## src/rtl/des_key_schedule.sv

```systemverilog
`default_nettype none
// ==========================================================================
// des_key_schedule : DES round-subkey generator (K1..K16 or K16..K1), valid/ready
// Optional: DES_KEY_PARITY_CHECK_EN adds per-byte odd-parity rejection of key_in
// Revision: 1.0
// ==========================================================================
module des_key_schedule #(
  parameter int ROUNDS = 16
) (
  input  logic        clk,
  input  logic        rst_n,
  input  logic [63:0] key_in,
  input  logic        load,
  input  logic        decrypt,
  input  logic        subkey_ready,
  output logic [47:0] subkey,
  output logic        subkey_valid,
  output logic [3:0]  round,
  output logic        busy,
  output logic        done
`ifdef DES_KEY_PARITY_CHECK_EN
  ,
  output logic        key_parity_err
`endif
);

  typedef enum logic [1:0] {
    S_IDLE = 2'd0,
    S_RUN  = 2'd1,
    S_FIN  = 2'd2
  } state_t;

  // Table entries use DES bit numbering (1 = MSB).
  localparam int C_PC1 [56] = '{
    57, 49, 41, 33, 25, 17,  9,  1, 58, 50, 42, 34, 26, 18,
    10,  2, 59, 51, 43, 35, 27, 19, 11,  3, 60, 52, 44, 36,
    63, 55, 47, 39, 31, 23, 15,  7, 62, 54, 46, 38, 30, 22,
    14,  6, 61, 53, 45, 37, 29, 21, 13,  5, 28, 20, 12,  4
  };

  localparam int C_PC2 [48] = '{
    14, 17, 11, 24,  1,  5,  3, 28, 15,  6, 21, 10,
    23, 19, 12,  4, 26,  8, 16,  7, 27, 20, 13,  2,
    41, 52, 31, 37, 47, 55, 30, 40, 51, 45, 33, 48,
    44, 49, 39, 56, 34, 53, 46, 42, 50, 36, 29, 32
  };

  localparam logic [3:0] C_LAST_ROUND = 4'(ROUNDS - 1);

  function automatic logic [55:0] f_pc1(input logic [63:0] k);
    logic [55:0] r;
    r = '0;
    for (int i = 0; i < 56; i++) r[55-i] = k[64-C_PC1[i]];
    return r;
  endfunction

  function automatic logic [47:0] f_pc2(input logic [55:0] cd);
    logic [47:0] r;
    r = '0;
    for (int i = 0; i < 48; i++) r[47-i] = cd[56-C_PC2[i]];
    return r;
  endfunction

  function automatic logic [55:0] f_rotl(input logic [55:0] cd, input logic two);
    logic [27:0] c;
    logic [27:0] d;
    c = cd[55:28];
    d = cd[27:0];
    if (two) begin
      c = {c[25:0], c[27:26]};
      d = {d[25:0], d[27:26]};
    end else begin
      c = {c[26:0], c[27]};
      d = {d[26:0], d[27]};
    end
    return {c, d};
  endfunction

  function automatic logic [55:0] f_rotr(input logic [55:0] cd, input logic two);
    logic [27:0] c;
    logic [27:0] d;
    c = cd[55:28];
    d = cd[27:0];
    if (two) begin
      c = {c[1:0], c[27:2]};
      d = {d[1:0], d[27:2]};
    end else begin
      c = {c[0], c[27:1]};
      d = {d[0], d[27:1]};
    end
    return {c, d};
  endfunction

  // Rounds 1, 2, 9 and 16 (1-based) shift by one; every other round by two.
  function automatic logic f_shift_one(input logic [4:0] rnum);
    return (rnum == 5'd1) || (rnum == 5'd2) || (rnum == 5'd9) || (rnum == 5'd16);
  endfunction

  state_t      r_state;
  state_t      w_state_next;
  logic [55:0] r_cd;
  logic [47:0] r_subkey;
  logic [3:0]  r_round;
  logic        r_decrypt;

  logic        w_parity_ok;
  logic        w_load_ok;
  logic        w_accept;
  logic        w_last;
  logic [55:0] w_pc1;
  logic [55:0] w_cd_load;
  logic [55:0] w_cd_next;
  logic [4:0]  w_enc_rnum;
  logic [4:0]  w_dec_rnum;

`ifdef DES_KEY_PARITY_CHECK_EN
  logic [7:0] w_byte_odd;
  logic       r_parity_err;

  for (genvar b = 0; b < 8; b++) begin : g_parity
    assign w_byte_odd[b] = ^key_in[8*b +: 8];
  end

  assign w_parity_ok = &w_byte_odd;

  always_ff @(posedge clk or negedge rst_n) begin
    if (!rst_n) begin
      r_parity_err <= 1'b0;
    end else begin
      r_parity_err <= (r_state == S_IDLE) && load && !w_parity_ok;
    end
  end

  assign key_parity_err = r_parity_err;
`else
  assign w_parity_ok = 1'b1;
`endif

  assign w_load_ok  = (r_state == S_IDLE) && load && w_parity_ok;
  assign w_accept   = (r_state == S_RUN) && subkey_ready;
  assign w_last     = (r_round == C_LAST_ROUND);
  assign w_pc1      = f_pc1(key_in);
  // Decrypt starts at K16, whose cumulative shift of 28 is the identity.
  assign w_cd_load  = decrypt ? w_pc1 : f_rotl(w_pc1, 1'b0);
  assign w_enc_rnum = 5'(r_round) + 5'd2;
  assign w_dec_rnum = 5'd16 - 5'(r_round);
  assign w_cd_next  = r_decrypt ? f_rotr(r_cd, !f_shift_one(w_dec_rnum))
                                : f_rotl(r_cd, !f_shift_one(w_enc_rnum));

  always_ff @(posedge clk or negedge rst_n) begin
    if (!rst_n) begin
      r_cd      <= '0;
      r_subkey  <= '0;
      r_round   <= '0;
      r_decrypt <= 1'b0;
    end else if (w_load_ok) begin
      r_cd      <= w_cd_load;
      r_subkey  <= f_pc2(w_cd_load);
      r_round   <= '0;
      r_decrypt <= decrypt;
    end else if (w_accept) begin
      if (!w_last) begin
        r_cd     <= w_cd_next;
        r_subkey <= f_pc2(w_cd_next);
        r_round  <= r_round + 4'd1;
      end else begin
        r_round  <= '0;
      end
    end
  end

  always_ff @(posedge clk or negedge rst_n) begin
    if (!rst_n) r_state <= S_IDLE;
    else        r_state <= w_state_next;
  end

  always_comb begin
    w_state_next = r_state;
    subkey_valid = 1'b0;
    busy         = 1'b0;
    done         = 1'b0;
    case (r_state)
      S_IDLE: begin
        if (w_load_ok) w_state_next = S_RUN;
      end
      S_RUN: begin
        subkey_valid = 1'b1;
        busy         = 1'b1;
        if (w_accept && w_last) w_state_next = S_FIN;
      end
      S_FIN: begin
        done         = 1'b1;
        w_state_next = S_IDLE;
      end
      default: w_state_next = S_IDLE;
    endcase
  end

  assign subkey = r_subkey;
  assign round  = r_round;

endmodule
`default_nettype wire

```

## config.mk

```make
export PLATFORM = sky130hd
export DESIGN_NAME = des_key_schedule
export DESIGN_NICKNAME = d
export VERILOG_FILES = /design/src/rtl/des_key_schedule.sv
export SDC_FILE = /design/constraint.sdc
export NUM_CORES = 1
export LEC_CHECK = 0
export ABC_AREA = 1
export ABC_CLOCK_PERIOD_IN_PS = 1970
export CORE_ASPECT_RATIO = 1.4
export CORE_MARGIN = 2
export CORE_UTILIZATION = 45
export CTS_BUF_LIST = sky130_fd_sc_hd__clkbuf_8
export DETAILED_ROUTE_END_ITERATION = 10
export GPL_TIMING_DRIVEN = 0
export HOLD_SLACK_MARGIN = 0.15
export PLACE_DENSITY = 0.74
export SYNTH_ARGS = -nofsm -noshare
export SYNTH_HDL_FRONTEND = slang
export SYNTH_SLANG_ARGS = --single-unit
export TNS_END_PERCENT = 50
```

## constraint.sdc

```tcl
create_clock -name clk -period 1.97 [get_ports clk]
set_clock_uncertainty 0.2 [all_clocks]
set_input_delay 0.394 -clock clk [delete_from_list [all_inputs] [get_ports clk]]
set_output_delay 0.394 -clock clk [all_outputs]
set_load 0.02 [all_outputs]
```

Word level (Yosys, flattened, before mapping). Index checks and enable logic that the tools add are counted. W data, S select, Z words.

Register bits: 111. Bits in latches: 0. Memory bits (writable): 0. Bits in read-only memories: 0. Bits of input ports: 69. Output and inout bits: 55. Logic and storage cells: 55. Memories kept: 0.

$add $sub $neg: 3. Multiply operators: 0. Div/mod/pow operators: 0. Magnitude comparators: 0. Eq/ne operators: 14. Shift-type cells: 0. Muxes and demuxes: 20. Bitwise logic cells: 0. Reduce and logical (&&, ||, !) cells: 13.

Operator list (number): $mux W56 (5); $mux W48 (3); $mux W28 (4); $mux W4 (3); $eq A5 B1 Y1 const B (2); $eq A5 B2 Y1 const B (2); $eq A5 B4 Y1 const B (2); $eq A5 B5 Y1 const B (2); $logic_or A1 B1 Y1 (6); $add A4 B2 Y5 const B (1); $sub A5 B4 Y5 const A (1); $add A4 B1 Y4 const B (1); $eq A4 B4 Y1 const B (1); $mux W2 (2); $ne A2 B2 Y1 const B (2); $pmux W2 S2 (1); $reduce_and A2 Y1 (2); $logic_and A1 B1 Y1 (3); $eq A2 B1 Y1 const B (1); $eq A2 B2 Y1 const B (1); $logic_not A2 Y1 (1); $mux W1 (2); $ne A2 B1 Y1 const B (1); $reduce_bool A2 Y1 (1).

Logic depth before layout (Yosys ltp). Gate-level depths: netlist of run 1.

Word-level depth: 10. Depth in mapped cells: 14. Gate-level depth less buffers: 12.

Least setup slack after synthesis of run 1. OpenSTA, ideal clock, no wires.

Kind: reg-to-reg. From: register r_round[1] (netlist: round[1]). To: register r_cd[18]. Library setup time: 0.117 ns. Arrival time: 1.953 ns. Data required time: 1.653 ns. Path slack: -0.300 ns. Cell stages (with the launch flop): 11. Path buffers: 2. Period minus slack after synthesis: 2.270 ns. Cell sequence: dfrtp_1 inv_1 ha_1 inv_1 clkbuf_1 buf_1 nand3_1 nand3_1 nand3_1 nand2_1 nand2_1.

Cells in the longest elaborated chain, start to end: 10. Elaborated cells on any way between the ends: 25. Classes of those cells: 2 x add/sub; 10 x eq/ne; 6 x mux; 7 x reduce/logical.

RTL lines: start, declared (RTL line 103) `logic [3:0] r_round;`; start signal, assigned (RTL line 165) `r_round <= r_round + 4'd1;`; $sub A5 B4 Y5 or $add A4 B2 Y5 (tied branches) (RTL line 146, 145); $eq A5 B1 Y1 or $eq A5 B2 Y1 (tied branches) (RTL line 96) `return (rnum == 5'd1) || (rnum == 5'd2) || (rnum == 5'd9) || (rnum == 5'd16);`; $logic_or A1 B1 Y1 (3 in a row) (RTL line 96); $mux W28 (on tied branches) (RTL line 84, 69); $mux W56 (RTL line 147) `assign w_cd_next = r_decrypt ? f_rotr(r_cd, !f_shift_one(w_dec_rnum))`; $mux W56 (RTL line 162) `if (!w_last) begin`; $mux W56 (RTL line 161) `end else if (w_accept) begin`; $mux W56 (RTL line 156) `end else if (w_load_ok) begin`; end signal, assigned (RTL line 157) `r_cd <= w_cd_load;`; end signal, assigned (RTL line 163) `r_cd <= w_cd_next;`; end, declared (RTL line 101) `logic [55:0] r_cd;`.

Several ways; a longest one is shown, not always the timed one. The select of a mux whose other input is x is not followed. A chain may end at the register's enable or synchronous reset.

Final worst setup path of run 1.
From: register r_round[1] (netlist: round[1]). To: register r_cd[20].

The elaborated chain is that of the path after synthesis.

==> results of run 1 <==
[worst paths after layout]
path | slack, ns | from | to
max in group asynchronous | 0.49 | rst_n | round[0]
setup / recovery | -0.26 | round[1] | r_cd[20]
min in group asynchronous | 0.49 | rst_n | round[3]
setup reg to reg | -0.26 | round[1] | r_cd[20]
hold / removal | 0.28 | r_cd[2] | r_cd[2]
hold reg to reg | 0.28 | r_cd[2] | r_cd[2]
[registers in the layout, indices dropped and copies added (netlist names)]
signal,flops
r_cd,55
round,4
r_state,2
r_decrypt,1
subkey,1
[worst register-to-register path: cells and delay by family, from the launching register on]
kind | cells | cell delay [ns]
simple gates | 9 | 0.87
flops | 1 | 0.50
buf+inv | 3 | 0.41
fa+ha+maj | 1 | 0.14
[report_power, final]
group	switching, mW	leakage, nW	total [mW]	internal [mW]
clock network	0.615	0.112	1.39	0.780
logic	7.98	3.68	13.8	5.82
registers	0.557	0.784	2.49	1.93
total	9.15	4.57	17.7	8.53
[metal layers]
| layer | wire length, um | share of wire | GRT usage |
|---|---|---|---|
| met5 | 0 | 0 | 0 |
| met1 | 8200 | 0.37 | 0.303 |
| met3 | 1520 | 0.068 | 0.0437 |
| met2 | 11800 | 0.52 | 0.534 |
| met4 | 991 | 0.044 | 0.169 |
[logic make-up (layout without fill, tap and decap cells)]
| family | Yosys count | in the layout |
|---|---|---|
| AOI/OAI and AO/OA | 66 | 66 |
| adders and majority gates | 7 | 7 |
| buffers and inverters | 211 | 369 |
| DFF | 63 | 63 |
| and+or+nand+nor | 708 | 708 |
[cell usage in the layout, fill, tap and decap left out, drive strengths merged]
master         netlist  layout
a21oi                1       1
a31oi               56      56
buf                102     167
bufbuf               0       1
bufinv               0       2
clkbuf              37      51
clkdlybuf4s15        0       1
clkdlybuf4s50        0      59
clkinv               0       2
clkinvlp             0       2
dfrtp               63      63
dlygate4sd2          0      12
dlygate4sd3          0       1
ha                   7       7
inv                 72      71
nand2              411     411
nand3              230     230
nand3b               1       1
nand4               57      57
nor2                 6       6
nor3                 2       2
nor4                 1       1
o21ai                7       7
o22ai                1       1
o31ai                1       1
[stage by stage]
stage,utilization,instances,setup TNS (ns),hold WS (ns),instance area [um2]
2_1_floorplan,-,1055,0,-0.102,6310
3_3_place_gp,0.558,1355,-157.74,0.262,7700
3_5_place_dp,0.558,1355,-27.66,0.266,7690
4_1_cts,0.602,1393,-5.35,0.286,8290
5_1_grt,0.627,1398,-17.73,0.299,8650
6_report,0.627,1398,-11.56,0.279,8650
[layout make-up]
class                           instances  area share
Buffer                                138       0.119
Clock buffer                           11      0.0175
Clock inverter                          5     0.00926
Inverter                               72      0.0324
Multi-Input combinational cell        781       0.456
Sequential cell                        63       0.183
Tap cell                              185      0.0268
Timing Repair Buffer                  143       0.156
[timing repair]
item,CTS,global route
cloned,8,3
resized for setup,142,71
setup buffers,13,3
hold buffers,1,0
setup endpoints to repair,111,57
pin swaps,15,57
hold endpoints to repair,63,0
==> flow_results.xml, run 1 <==
<?xml version="1.0" encoding="UTF-8"?>
<metrics>
  <group name="pwr">
    <metric name="p_per_area" unit="mW/mm2">2050</metric>
    <metric name="max-vdd-ir-drop" unit="mV">0.950</metric>
    <metric name="power.leakage" unit="nW">4.57</metric>
    <metric name="design_power_total" unit="mW">17.7</metric>
  </group>
  <group name="worst_setup_path">
    <metric name="cp_top_family" unit="">simple AND/OR/NAND/NOR gates</metric>
    <metric name="critical-path-max-stage-delay" unit="ns">0.50</metric>
    <metric name="reg2regPathDepth" unit="">13</metric>
    <metric name="number_of_cells_on_the_critical_path" unit="">13</metric>
    <metric name="critPathMostFrequentCell" unit="">sky130_fd_sc_hd__nand2_1</metric>
    <metric name="crit_slowest_cell" unit="">sky130_fd_sc_hd__dfrtp_2</metric>
    <metric name="endpoint_kind" unit="">flip-flop</metric>
    <metric name="startpoint_type" unit="">flip-flop</metric>
    <metric name="critical_path.cell_chain" unit="">inv_4, ha_4, nand2_2, nand2_1, nand3b_1, nand3_4, clkbuf_16, buf_6, nand2_1, nand3_2, nand3_2, nand2_1, nand2_1</metric>
    <metric name="timing.critical_path.fanout_max" unit="">7</metric>
    <metric name="critPathBufInv" unit="">3</metric>
    <metric name="cp_required" unit="ns">2.04</metric>
    <metric name="path_class" unit="">reg -&gt; reg</metric>
    <metric name="crit_arrival" unit="ns">2.30</metric>
  </group>
  <group name="clock_tree">
    <metric name="htreeDepth" unit="">3</metric>
    <metric name="tritoncts.num_buffers" unit="">9</metric>
    <metric name="clock_root_buffer" unit="">sky130_fd_sc_hd__clkbuf_8</metric>
    <metric name="cts.reportedPaths.clkPinSlew" unit="ns">0.08</metric>
    <metric name="clk_path_buf_depth" unit="">2</metric>
    <metric name="cts_tree" unit="">done</metric>
    <metric name="worstSkewPairLatency" unit="ns">0.38</metric>
    <metric name="cts_sinks" unit="">63</metric>
  </group>
  <group name="die">
    <metric name="floorplan.io_pins" unit="">124</metric>
    <metric name="chipWidth" unit="um">104</metric>
    <metric name="std_cell_rows" unit="">51</metric>
    <metric name="area_enclosed_by_the_die_boundary" unit="mm2">0.0150</metric>
    <metric name="floorplan.core_area" unit="mm2">0.0138</metric>
    <metric name="start_util" unit="">0.457</metric>
    <metric name="floorplan_die_height" unit="um">144</metric>
  </group>
  <group name="drt">
    <metric name="initialDrtViolationCount" unit="">699</metric>
    <metric name="vias" unit="">7961</metric>
    <metric name="detail-route-antenna-nets" unit="">0</metric>
    <metric name="first_pass_iters" unit="">6</metric>
    <metric name="detail_route.wl_per_cell" unit="um">16.1</metric>
    <metric name="vias_per_cell" unit="">5.69</metric>
    <metric name="drc" unit="">0</metric>
    <metric name="postRouteWirelength" unit="um">22500</metric>
  </group>
  <group name="synthesis">
    <metric name="synth_largest_type_area_fraction" unit="">0.250</metric>
    <metric name="avgSynthCellArea" unit="um2">5.97</metric>
    <metric name="synth-edff-count" unit="">0</metric>
    <metric name="synth_xor_xnor_area_share" unit="">0</metric>
    <metric name="seq_area_frac_synth" unit="">0.250</metric>
    <metric name="synth_top_family_by_area" unit="">simple AND/OR/NAND/NOR gates</metric>
    <metric name="synthDominantAreaCellType" unit="">sky130_fd_sc_hd__dfrtp_1</metric>
    <metric name="synth_adder_area_share" unit="">0.0139</metric>
    <metric name="yosys_register_bits" unit="">63</metric>
    <metric name="mappedNetlistArea" unit="mm2">0.00630</metric>
    <metric name="yosysMostFrequentCell" unit="">sky130_fd_sc_hd__nand2_1</metric>
    <metric name="synth_compound_area_frac" unit="">0.0642</metric>
    <metric name="yosys_most_used_dff" unit="">sky130_fd_sc_hd__dfrtp_1</metric>
    <metric name="yosys-mux-area-fraction" unit="">0</metric>
    <metric name="ys_async_sr_fraction" unit="">1.00</metric>
    <metric name="yosys-top-cells-count" unit="">409 x sky130_fd_sc_hd__nand2_1, 230 x sky130_fd_sc_hd__nand3_1, 68 x sky130_fd_sc_hd__inv_1</metric>
    <metric name="netlist_instances" unit="">1055</metric>
    <metric name="netlist-cell-type-count" unit="">24</metric>
    <metric name="synth.yosys.warnings" unit="">0</metric>
    <metric name="synthSimpleGateAreaFrac" unit="">0.495</metric>
    <metric name="post_synth_main_area_contributors" unit="">sky130_fd_sc_hd__dfrtp_1 25%, sky130_fd_sc_hd__nand2_1 24%, sky130_fd_sc_hd__nand3_1 18%</metric>
    <metric name="synthesis.nets" unit="">1131</metric>
  </group>
  <group name="global_route">
    <metric name="grt_first_pass_wirelength" unit="um">34900</metric>
    <metric name="grt_pass1_vias" unit="">7483</metric>
    <metric name="grt_antenna_before_repair" unit="">0</metric>
    <metric name="track_usage" unit="">0.285</metric>
    <metric name="overflow" unit="">0</metric>
    <metric name="grt_max_degree" unit="">64</metric>
  </group>
  <group name="placed_design">
    <metric name="place.port_buffers" unit="">115</metric>
    <metric name="gpl.final_weighted_congestion" unit="">0.960</metric>
    <metric name="detailed_place_hpwl" unit="um">15100</metric>
    <metric name="post-place-ws" unit="ns">-0.616</metric>
  </group>
  <group name="min_path">
    <metric name="hold-path-cell-count" unit="">2</metric>
    <metric name="min-delay-path-class" unit="">reg -&gt; reg</metric>
  </group>
  <group name="timing">
    <metric name="worst_pin_slew" unit="ns">0.882</metric>
    <metric name="fin_crit" unit="ns">2.23</metric>
    <metric name="final-setup-viol-count" unit="">56</metric>
    <metric name="timing.final.max_slew_violations" unit="">0</metric>
    <metric name="timing.final.ws_setup" unit="ns">-0.262</metric>
    <metric name="report.final.hold_viol_count" unit="">0</metric>
    <metric name="timing.fmax" unit="MHz">448</metric>
    <metric name="rsz0062_at_grt" unit="">true</metric>
    <metric name="post-route-period-util" unit="">1.13</metric>
    <metric name="max_slew_margin" unit="">0.412</metric>
  </group>
  <group name="final_layout">
    <metric name="layout.filler_cells" unit="">1383</metric>
    <metric name="final_nets" unit="">1284</metric>
    <metric name="multi_input_area" unit="mm2">0.00394</metric>
    <metric name="final_layout_size_suffix_gt1_frac" unit="">0.231</metric>
    <metric name="antenna_cells" unit="">0</metric>
    <metric name="area_delta_synth_final" unit="%">37.3</metric>
    <metric name="ff_latch_area" unit="mm2">0.00158</metric>
  </group>
  <group name="outcome">
    <metric name="status" unit="">finished with violations</metric>
    <metric name="violations" unit="">setup timing</metric>
  </group>
  <group name="job">
    <metric name="cap_viol_max_count" unit="">0</metric>
  </group>
</metrics>
Power figures use the tool's default switching activity.
==> inputs of run 2 (changes only) <==
--- a/config.mk
+++ b/config.mk
@@ -10,7 +10,7 @@
 export CORE_ASPECT_RATIO = 1.4
 export CORE_MARGIN = 2
 export CORE_UTILIZATION = 45
-export CTS_BUF_LIST = sky130_fd_sc_hd__clkbuf_8
+export CTS_BUF_LIST = sky130_fd_sc_hd__clkbuf_4 sky130_fd_sc_hd__clkbuf_8 sky130_fd_sc_hd__clkbuf_16
 export DETAILED_ROUTE_END_ITERATION = 10
 export GPL_TIMING_DRIVEN = 0
 export HOLD_SLACK_MARGIN = 0.15
==> flow_results.xml, run 2 (same netlist as run 1, synthesis figures left out) <==
<?xml version="1.0" encoding="UTF-8"?>
<metrics>
  <group name="global_route">
    <metric name="grt_max_degree" unit="">64</metric>
    <metric name="track_usage" unit="">0.284</metric>
    <metric name="grt_first_pass_wirelength" unit="um">35000</metric>
    <metric name="grt_antenna_before_repair" unit="">0</metric>
    <metric name="overflow" unit="">0</metric>
    <metric name="grt_pass1_vias" unit="">7474</metric>
  </group>
  <group name="min_path">
    <metric name="holdCritStartpoint" unit="">r_cd[2]</metric>
    <metric name="min-delay-path-class" unit="">reg -&gt; reg</metric>
    <metric name="hold_end" unit="">r_cd[2]</metric>
    <metric name="hold-path-cell-count" unit="">2</metric>
  </group>
  <group name="clock_tree">
    <metric name="clk_path_buf_depth" unit="">2</metric>
    <metric name="worstSkewPairLatency" unit="ns">0.34</metric>
    <metric name="htreeDepth" unit="">3</metric>
    <metric name="cts.reportedPaths.clkPinSlew" unit="ns">0.06</metric>
    <metric name="tritoncts.num_buffers" unit="">9</metric>
    <metric name="cts_sinks" unit="">63</metric>
    <metric name="cts_tree" unit="">done</metric>
    <metric name="clock_root_buffer" unit="">sky130_fd_sc_hd__clkbuf_16</metric>
  </group>
  <group name="final_layout">
    <metric name="final_core_utilization" unit="">0.652</metric>
    <metric name="antenna_cells" unit="">0</metric>
    <metric name="largest-register" unit="">r_cd</metric>
    <metric name="area_delta_synth_final" unit="%">42.8</metric>
    <metric name="final_layout_size_suffix_gt1_frac" unit="">0.247</metric>
    <metric name="final_nets" unit="">1296</metric>
    <metric name="final_area" unit="mm2">0.00899</metric>
    <metric name="largest_reg_flops" unit="">55</metric>
    <metric name="layout_commonest_cell" unit="">sky130_fd_sc_hd__nand2_1</metric>
    <metric name="most-common-layout-cells" unit="">384 x sky130_fd_sc_hd__nand2_1, 191 x sky130_fd_sc_hd__nand3_1, 122 x sky130_fd_sc_hd__buf_4, 63 x sky130_fd_sc_hd__inv_1, 60 x sky130_fd_sc_hd__dfrtp_1</metric>
    <metric name="final_cell_count_no_fill" unit="">1410</metric>
  </group>
  <group name="worst_setup_path">
    <metric name="endpoint_kind" unit="">flip-flop</metric>
    <metric name="path_class" unit="">reg -&gt; reg</metric>
    <metric name="reg2regPathDepth" unit="">14</metric>
    <metric name="timing.critical_path.fanout_max" unit="">7</metric>
    <metric name="crit_slowest_cell" unit="">sky130_fd_sc_hd__dfrtp_2</metric>
    <metric name="critical_path.cell_chain" unit="">ha_4, inv_2, nand2_1, nand2_2, nand3_2, nand2_4, nand2_4, clkbuf_16, clkbuf_16, nand2_1, nand3_1, nand3_1, nand2_1, nand2_1</metric>
    <metric name="cp_required" unit="ns">2.04</metric>
    <metric name="startpoint_type" unit="">flip-flop</metric>
    <metric name="critical_path.reg2reg.endpoint" unit="">subkey[43]</metric>
    <metric name="critPathMostFrequentCell" unit="">sky130_fd_sc_hd__nand2_1</metric>
    <metric name="crit_arrival" unit="ns">2.31</metric>
    <metric name="setup.reg_to_reg.worst_slack" unit="ns">-0.26</metric>
    <metric name="critPathBufInv" unit="">3</metric>
    <metric name="worst_r2r_startpoint" unit="">round[1]</metric>
    <metric name="critical-path-max-stage-delay" unit="ns">0.49</metric>
    <metric name="cp_top_family" unit="">simple AND/OR/NAND/NOR gates</metric>
  </group>
  <group name="placed_design">
    <metric name="place.port_buffers" unit="">115</metric>
    <metric name="gpl.final_weighted_congestion" unit="">0.960</metric>
    <metric name="detailed_place_hpwl" unit="um">15100</metric>
    <metric name="placedInstanceArea" unit="mm2">0.00769</metric>
    <metric name="dpl.cell_count" unit="">1355</metric>
    <metric name="post-place-ws" unit="ns">-0.616</metric>
  </group>
  <group name="timing">
    <metric name="post-route-period-util" unit="">1.13</metric>
    <metric name="rsz0062_at_grt" unit="">true</metric>
    <metric name="timing.hold.ws" unit="ns">0.279</metric>
    <metric name="timing.final.max_slew_violations" unit="">0</metric>
    <metric name="report.final.hold_viol_count" unit="">0</metric>
    <metric name="timing.final.ws_setup" unit="ns">-0.262</metric>
    <metric name="fin_crit" unit="ns">2.23</metric>
    <metric name="final-setup-viol-count" unit="">56</metric>
    <metric name="max_slew_margin" unit="">0.419</metric>
    <metric name="timing.setup.tns" unit="ns">-9.28</metric>
    <metric name="worst_pin_slew" unit="ns">0.872</metric>
    <metric name="timing.fmax" unit="MHz">448</metric>
  </group>
  <group name="outcome">
    <metric name="violations" unit="">setup timing</metric>
    <metric name="status" unit="">finished with violations</metric>
  </group>
  <group name="drt">
    <metric name="postRouteWirelength" unit="um">23700</metric>
    <metric name="vias" unit="">8128</metric>
    <metric name="detail-route-antenna-nets" unit="">0</metric>
    <metric name="first_pass_iters" unit="">6</metric>
    <metric name="drc" unit="">0</metric>
    <metric name="initialDrtViolationCount" unit="">952</metric>
    <metric name="detail_route.wl_per_cell" unit="um">16.8</metric>
    <metric name="vias_per_cell" unit="">5.76</metric>
  </group>
  <group name="die">
    <metric name="floorplan_die_height" unit="um">144</metric>
    <metric name="start_util" unit="">0.457</metric>
    <metric name="std_cell_rows" unit="">51</metric>
    <metric name="chipWidth" unit="um">104</metric>
    <metric name="area_enclosed_by_the_die_boundary" unit="mm2">0.0150</metric>
    <metric name="floorplan.core_area" unit="mm2">0.0138</metric>
    <metric name="floorplan.io_pins" unit="">124</metric>
  </group>
  <group name="pwr">
    <metric name="design_power_total" unit="mW">19.3</metric>
    <metric name="p_per_area" unit="mW/mm2">2140</metric>
    <metric name="max-vdd-ir-drop" unit="mV">1.08</metric>
    <metric name="power.leakage" unit="nW">4.74</metric>
  </group>
  <group name="job">
    <metric name="cap_viol_max_count" unit="">0</metric>
  </group>
</metrics>
==> run 2: area by class of cell <==
cell class,instances,area (um2)
Timing Repair Buffer,154,1520
Inverter,72,278
Fill cell,1305,4790
Clock buffer,11,253
Clock inverter,5,80.1
Sequential cell,63,1580
Buffer,139,1080
Multi-Input combinational cell,781,3970
Tap cell,185,231
==> run 2: worst max path at each step <==
stage | from | cells after the start | slack (ns) | to
6_report | round[1] | 14 | -0.26 | subkey[43]
5_1_grt | round[1] | 14 | -0.34 | subkey[43]
4_1_cts | round[1] | 14 | -0.13 | r_cd[3]
3_5_place_dp | decrypt | 7 | -0.62 | subkey[43]
3_3_place_gp | rst_n | 1 | -2.32 | round[0]
2_1_floorplan | round[0] | 13 | 0.01 | r_cd[18]
==> run 2: repair_timing <==
action | 4_1_cts | 5_1_grt
setup endpoints to repair | 111 | 63
pin swaps | 18 | 49
hold buffers | 1 | 0
resized for setup | 137 | 103
gates cloned | 9 | 14
endpoints found under the hold margin | 63 | 0
buffers inserted | 13 | 2
==> run 2: metal layers <==
layer,wire length (um),GRT usage,vias up,share of wire
met4,1100,0.144,0,0.047
met2,12200,0.541,456,0.52
met1,8700,0.310,3770,0.37
li1,-,-,3793,-
met5,0,0,-,0
met3,1660,0.0370,109,0.070
==> run 2: report_power, final <==
| group | internal [mW] | switching, mW |
|---|---|---|
| combinational | 6.47 | 8.46 |
| clock | 1.18 | 0.672 |
| sequential | 1.93 | 0.560 |
==> run 2: tightest hold or removal path: stages (launching register included) <==
cell	delay (ns)
sky130_fd_sc_hd__dfrtp_1	0.34
sky130_fd_sc_hd__nand2_1	0.05
sky130_fd_sc_hd__nand2_1	0.05
==> patch 1 (config.mk and constraints of run 2) <==
Register the input `subkey_ready` before use, without a reset. The logic sees it one clock later. The other inputs are not delayed to match.
--- a/src/rtl/des_key_schedule.sv
+++ b/src/rtl/des_key_schedule.sv
@@ -48,4 +48,10 @@
   localparam logic [3:0] C_LAST_ROUND = 4'(ROUNDS - 1);
 
+  logic subkey_ready_q;
+
+  always_ff @(posedge clk) begin
+    subkey_ready_q <= subkey_ready;
+  end
+
   function automatic logic [55:0] f_pc1(input logic [63:0] k);
     logic [55:0] r;
@@ -138,5 +144,5 @@
 
   assign w_load_ok  = (r_state == S_IDLE) && load && w_parity_ok;
-  assign w_accept   = (r_state == S_RUN) && subkey_ready;
+  assign w_accept   = (r_state == S_RUN) && subkey_ready_q;
   assign w_last     = (r_round == C_LAST_ROUND);
   assign w_pc1      = f_pc1(key_in);
Function: changed (a bounded check fails within 4 cycles, from zero or initial values and one cycle with rst_n low).
==> patch 1 against run 2 <==
- the run still ends with negative setup slack left
- total power down 9.2%
- wire length down 9.4%
- synthesized cell count up 1.1%
- worst setup slack better by 0.021 ns
- sequential cell count up 1
- clock power down 5%
- synthesized area up 1.2%
- final area down 4.4%
- count of clock-buffer cells in the layout up 3
- critical endpoint is now r_cd[25]
- largest cell class unchanged
- largest power group unchanged
==> patch 1: results (changes against run 2) <==
| Metric | Value |
|---|---|
| Status | `finished with violations` |
| Failing checks | `negative setup slack` |
| Die Span X | `105 um (+0.55%)` |
| Vias in the first global route | `6,959 (-6.9%)` |
| Dpl cell area | `0.00777 mm2 (+0.93%)` |
| Layout net count | `1,289 (-0.54%)` |
| DR vias | `7,728 (-4.9%)` |
| Multi-Input Combinational | `774 (-0.90%)` |
| Complex-gate fraction of the synthesized area | `5.74% (-0.68 points)` |
| Clk_buf instances | `14 (+3)` |
| Share of layout cells above drive strength 1 | `21.5% (-3.1 points)` |
| XOR/XNOR Fraction of Synth Area | `0.137% (+0.14 points)` |
| Pwr/cell area | `2040 mW/mm2 (-5.0%)` |
| Met3 WL | `1250 um (-25%)` |
| Clock network contribution to total cell area | `3.76% (+0.055 points)` |
| Met2 GRT Util | `51.1% (-2.9 points)` |
| # fillers | `1,342 (+2.8%)` |
| WL met1 | `8370 um (-3.8%)` |
| CTS H-tree lvls | `3 (unchanged)` |
| IR drop worst, VDD | `0.963 mV (-11%)` |
| Reg area | `0.00160 mm2 (+1.3%)` |
| GR Util met3 | `3.09% (-0.61 points)` |
| Slew HR | `41.6% (-0.26 points)` |
| Mux cell area share after synthesis | `0.177% (+0.18 points)` |
| Async SR Flop Fraction | `98.4% (-1.6 points)` |
| Final WL | `21,500 um (-9.4%)` |
| First-pass GRT wire length | `33,600 um (-4.1%)` |
| HP Start | `r_cd[47]` |
| Gpl congestion | `0.881 (-8.3%)` |
| DPL Wire Length | `14,900 um (-1.3%)` |
| Met2 wire len | `11,100 um (-9.5%)` |
| Setup_tns | `-10.28 ns (-0.998 ns)` |
| Most frequent cells after synthesis | `nand2_1, nand3_1, inv_1` |
| Initial drt markers | `719 (-24%)` |
| Non-Clock Buffer Count | `271 (-7.5%)` |
| Synth top area cells | `dfrtp_1, nand2_1, nand3_1` |
| Port Buffers | `114 (-0.87%)` |
| Adder-cell share of the synthesized area | `1.37% (-0.016 points)` |
| Pre-antenna DRT Iters | `7 (+1)` |
| Synth cell types | `30 (+25%)` |
| Setup violations, final | `57 (+1.8%)` |
| Multi-input logic area | `0.00383 mm2 (-3.5%)` |
| Final non-filler cell total | `1,403 (-0.50%)` |
| Postcts setup bufs | `10 (-3)` |
| Top fanout value on the critical path | `10 (+3)` |
| Non-clock buffer share | `26.2% (-2.7 points)` |
| Antenna cells | `0 (unchanged)` |
| Post-CTS resize count | `104 (-24%)` |
| Final WS setup | `-0.241 ns (+0.0210 ns)` |
| Sequential cell count | `64 (+1.6%)` |
| GRT Util Overall | `27.5% (-0.98 points)` |
## patch 1: cell types whose count changed after synthesis, sizes merged, moves of 4 or more
cell,before,now
a31oi,56,27
inv,72,92
o21ai,7,27
nand2,411,400
o211ai,0,6
or2,0,6
buf,102,98
## patch 1: worst min-delay path: cells and delay by family, from the launching register on
family	cells	cell delay, ns
AND/OR/NAND/NOR	2	0.10
flip-flops	1	0.34
## patch 1: final timing paths
| kind | depth (start not counted) | to | slack [ns] |
|---|---|---|---|
| min | 2 | r_cd[47] | 0.28 |
| min reg2reg | 2 | r_cd[47] | 0.28 |
| max | 11 | r_cd[25] | -0.24 |
| min in group asynchronous | 2 | round[0] | 0.49 |
| max in group asynchronous | 2 | round[2] | 0.46 |
| max reg2reg | 11 | r_cd[25] | -0.24 |
## patch 1: power by group
group,switching [uW],internal [uW]
Sequential,542,1950
Clock,631,1130
Combinational,7700,5550
==> patch 2 (flow settings as in run 2) <==
Made on the original files. The option `DES_KEY_PARITY_CHECK_EN` is turned on by a define.
--- a/src/rtl/des_key_schedule.sv
+++ b/src/rtl/des_key_schedule.sv
@@ -5,4 +5,6 @@
 // Revision: 1.0
 // ==========================================================================
+`define DES_KEY_PARITY_CHECK_EN
+
 module des_key_schedule #(
   parameter int ROUNDS = 16
Formal check against the unedited RTL (old outputs only; new: key_parity_err): not equivalent (Yosys sat finds a counterexample within 4 cycles, from zero or initial values and one cycle with rst_n low).
==> patch 2 against run 2 <==
- the flow still finishes with violations (negative setup slack)
- synthesized area increased by 20%
- global-route usage increased by 0.33 points
- total power decreased by 27%
- non-clock buffer count decreased by 12
- count of clock-buffer cells in the layout increased by 3
- worst hold slack improved by 0.065 ns
- wire length increased by 9.0%
- final area increased by 7.8%
- worst setup slack improved by 0.039 ns
- sequential cell count increased by 1
- critical path type unchanged
- critical endpoint is now r_cd[27]
- largest power group unchanged
==> patch 2: results (changes against run 2) <==
| Metric | Value |
|---|---|
| Flop pwr share | `16.4% (+3.5 points)` |
| Syn Area/Cell | `5.48 um2 (-8.2%)` |
| Top Family by Delay on Critical Path | `flip-flops` |
| Worst-skew pair later-pin latency | `0.33 ns` |
| Final WS setup | `-0.223 ns (+0.0388 ns)` |
| Clock network contribution to total cell area | `2.83% (-0.87 points)` |
| Largest net degree at the start of global routing | `65 (+1.6%)` |
| Most frequent cells after synthesis | `nand2_1, nand3_1, inv_1` |
| Non-clock buffer share | `23.2% (-5.7 points)` |
| Clock power frac | `10.7% (+1.1 points)` |
| Vias in the first global route | `8,356 (+12%)` |
| Status | `finished with violations` |
| Layout net count | `1,611 (+24%)` |
| Row count | `56 (+9.8%)` |
| Ys Warns | `0 (unchanged)` |
| CP arrival | `2.26 ns (-0.05 ns)` |
| Pre-antenna DRT Iters | `5 (-1)` |
| Synth top area cells | `nand2_1, dfrtp_1, nand3_1` |
| Register area share after synthesis | `21.2% (-3.8 points)` |
| Signal inverters | `148 (+110%)` |
| Layout area overhead | `28.2%` |
| Wire length per cell | `14.8 um (-12%)` |
| Synth cell types | `26 (+8.3%)` |
| Setup violations, final | `62 (+11%)` |
| Share of layout cells above drive strength 1 | `17.3% (-7.3 points)` |
| LEAKAGE | `0.00547 uW (+15%)` |
| Reg area | `0.00161 mm2 (+1.7%)` |
| Gpl congestion | `0.924 (-3.7%)` |
| Syn nets | `1,456 (+29%)` |
| First-pass GRT wire length | `41,200 um (+18%)` |
| Switching pwr | `7110 uW (-27%)` |
| IR drop worst, VDD | `0.744 mV (-31%)` |
| DR vias | `9,337 (+15%)` |
| # fillers | `1,677 (+29%)` |
| Inserted Clock Buffers | `9 (unchanged)` |
| Tightest Pin Transition | `0.851 ns (-0.0214 ns)` |
| Dpl cell area | `0.00911 mm2 (+18%)` |
| Placed Instances | `1,706 (+26%)` |
| CTS clock-pin slew for the worst setup and hold paths | `0.06 ns (about the same)` |
| Initial antenna violation count | `0 (unchanged)` |
| Drt via density | `5.36 (-7.0%)` |
| DPL Wire Length | `19,400 um (+29%)` |
| Non-Clock Buffer Count | `281 (-4.1%)` |
| Failing checks | `negative setup slack` |
| Port Buffers | `123 (+7.0%)` |
| Max stage delay on crit path | `0.47 ns (-0.02 ns)` |
| Multi-Input Combinational | `1,031 (+32%)` |
| GRT Util Overall | `28.8% (+0.33 points)` |
| Initial drt markers | `735 (-23%)` |
| Type of the tightest min-delay check | `reg2reg` |
| Top fanout value on the critical path | `10 (+3)` |
| Yosys reg bits | `64 (+1.6%)` |
| Multi-input logic area | `0.00475 mm2 (+20%)` |
| Async SR Flop Fraction | `100% (unchanged)` |
| Clk_buf instances | `14 (+3)` |
==> patch 2: timing repair <==
item                       CTS  global route
hold buffers                 1             0
setup buffers               10             1
setup endpoints to repair  117            66
hold endpoints to repair    64             0
pin swaps                   11            10
cloned                       8             1
resized for setup          223            47
==> patch 2: stage by stage <==
stage	worst slack [ns]	total power, uW	TNS, ns	hold slack (ns)
2_1_floorplan	-0.00166	9220	-0.0160	-0.102
3_3_place_gp	-2.14	11600	-173.34	0.321
3_5_place_dp	-0.931	11700	-54.41	0.330
4_1_cts	-0.214	13400	-9.63	0.340
5_1_grt	-0.354	15300	-18.50	0.383
6_report	-0.223	14100	-9.98	0.344
==> patch 2: worst register-to-register path: stages (launching register included) <==
cell and delay (ns):
dfrtp_2 0.47, inv_4 0.11, ha_4 0.13, inv_2 0.04, nand2_2 0.06, o21ai_2 0.05, o21ai_2 0.22, nand2_2 0.11
buf_8 0.17, buf_6 0.15, nand2_1 0.05, nand3_1 0.07, o21ai_1 0.13, nand2_1 0.08, nand3_1 0.08
==> patch 2: final timing paths <==
path | start | endpoint | cells after the start
min in group asynchronous | rst_n | r_cd[40] | 2
max in group asynchronous | rst_n | r_cd[25] | 2
hold reg to reg | r_cd[31] | r_cd[31] | 2
hold / removal | r_cd[31] | r_cd[31] | 2
setup reg to reg | round[1] | r_cd[27] | 14
setup / recovery | round[1] | r_cd[27] | 14
==> patch 2: layer usage <==
metal  GRT usage [%]  vias to the layer above  part of all wire [%]
met5               0                        -                     0
met4            12.1                        0                   3.7
met3            3.20                       60                   6.2
met2            51.2                      379                    49
met1            35.1                     4218                    41
li1                -                     4680                     -
==> patch 2: logic make-up after synthesis <==
group	synth area share (%)
and+or+nand+nor	50.2
adders and majority gates	1.16
DFF	21.2
AOI/OAI and AO/OA	8.41
xor gates and xnor gates	0.811
buffers and inverters	18.3
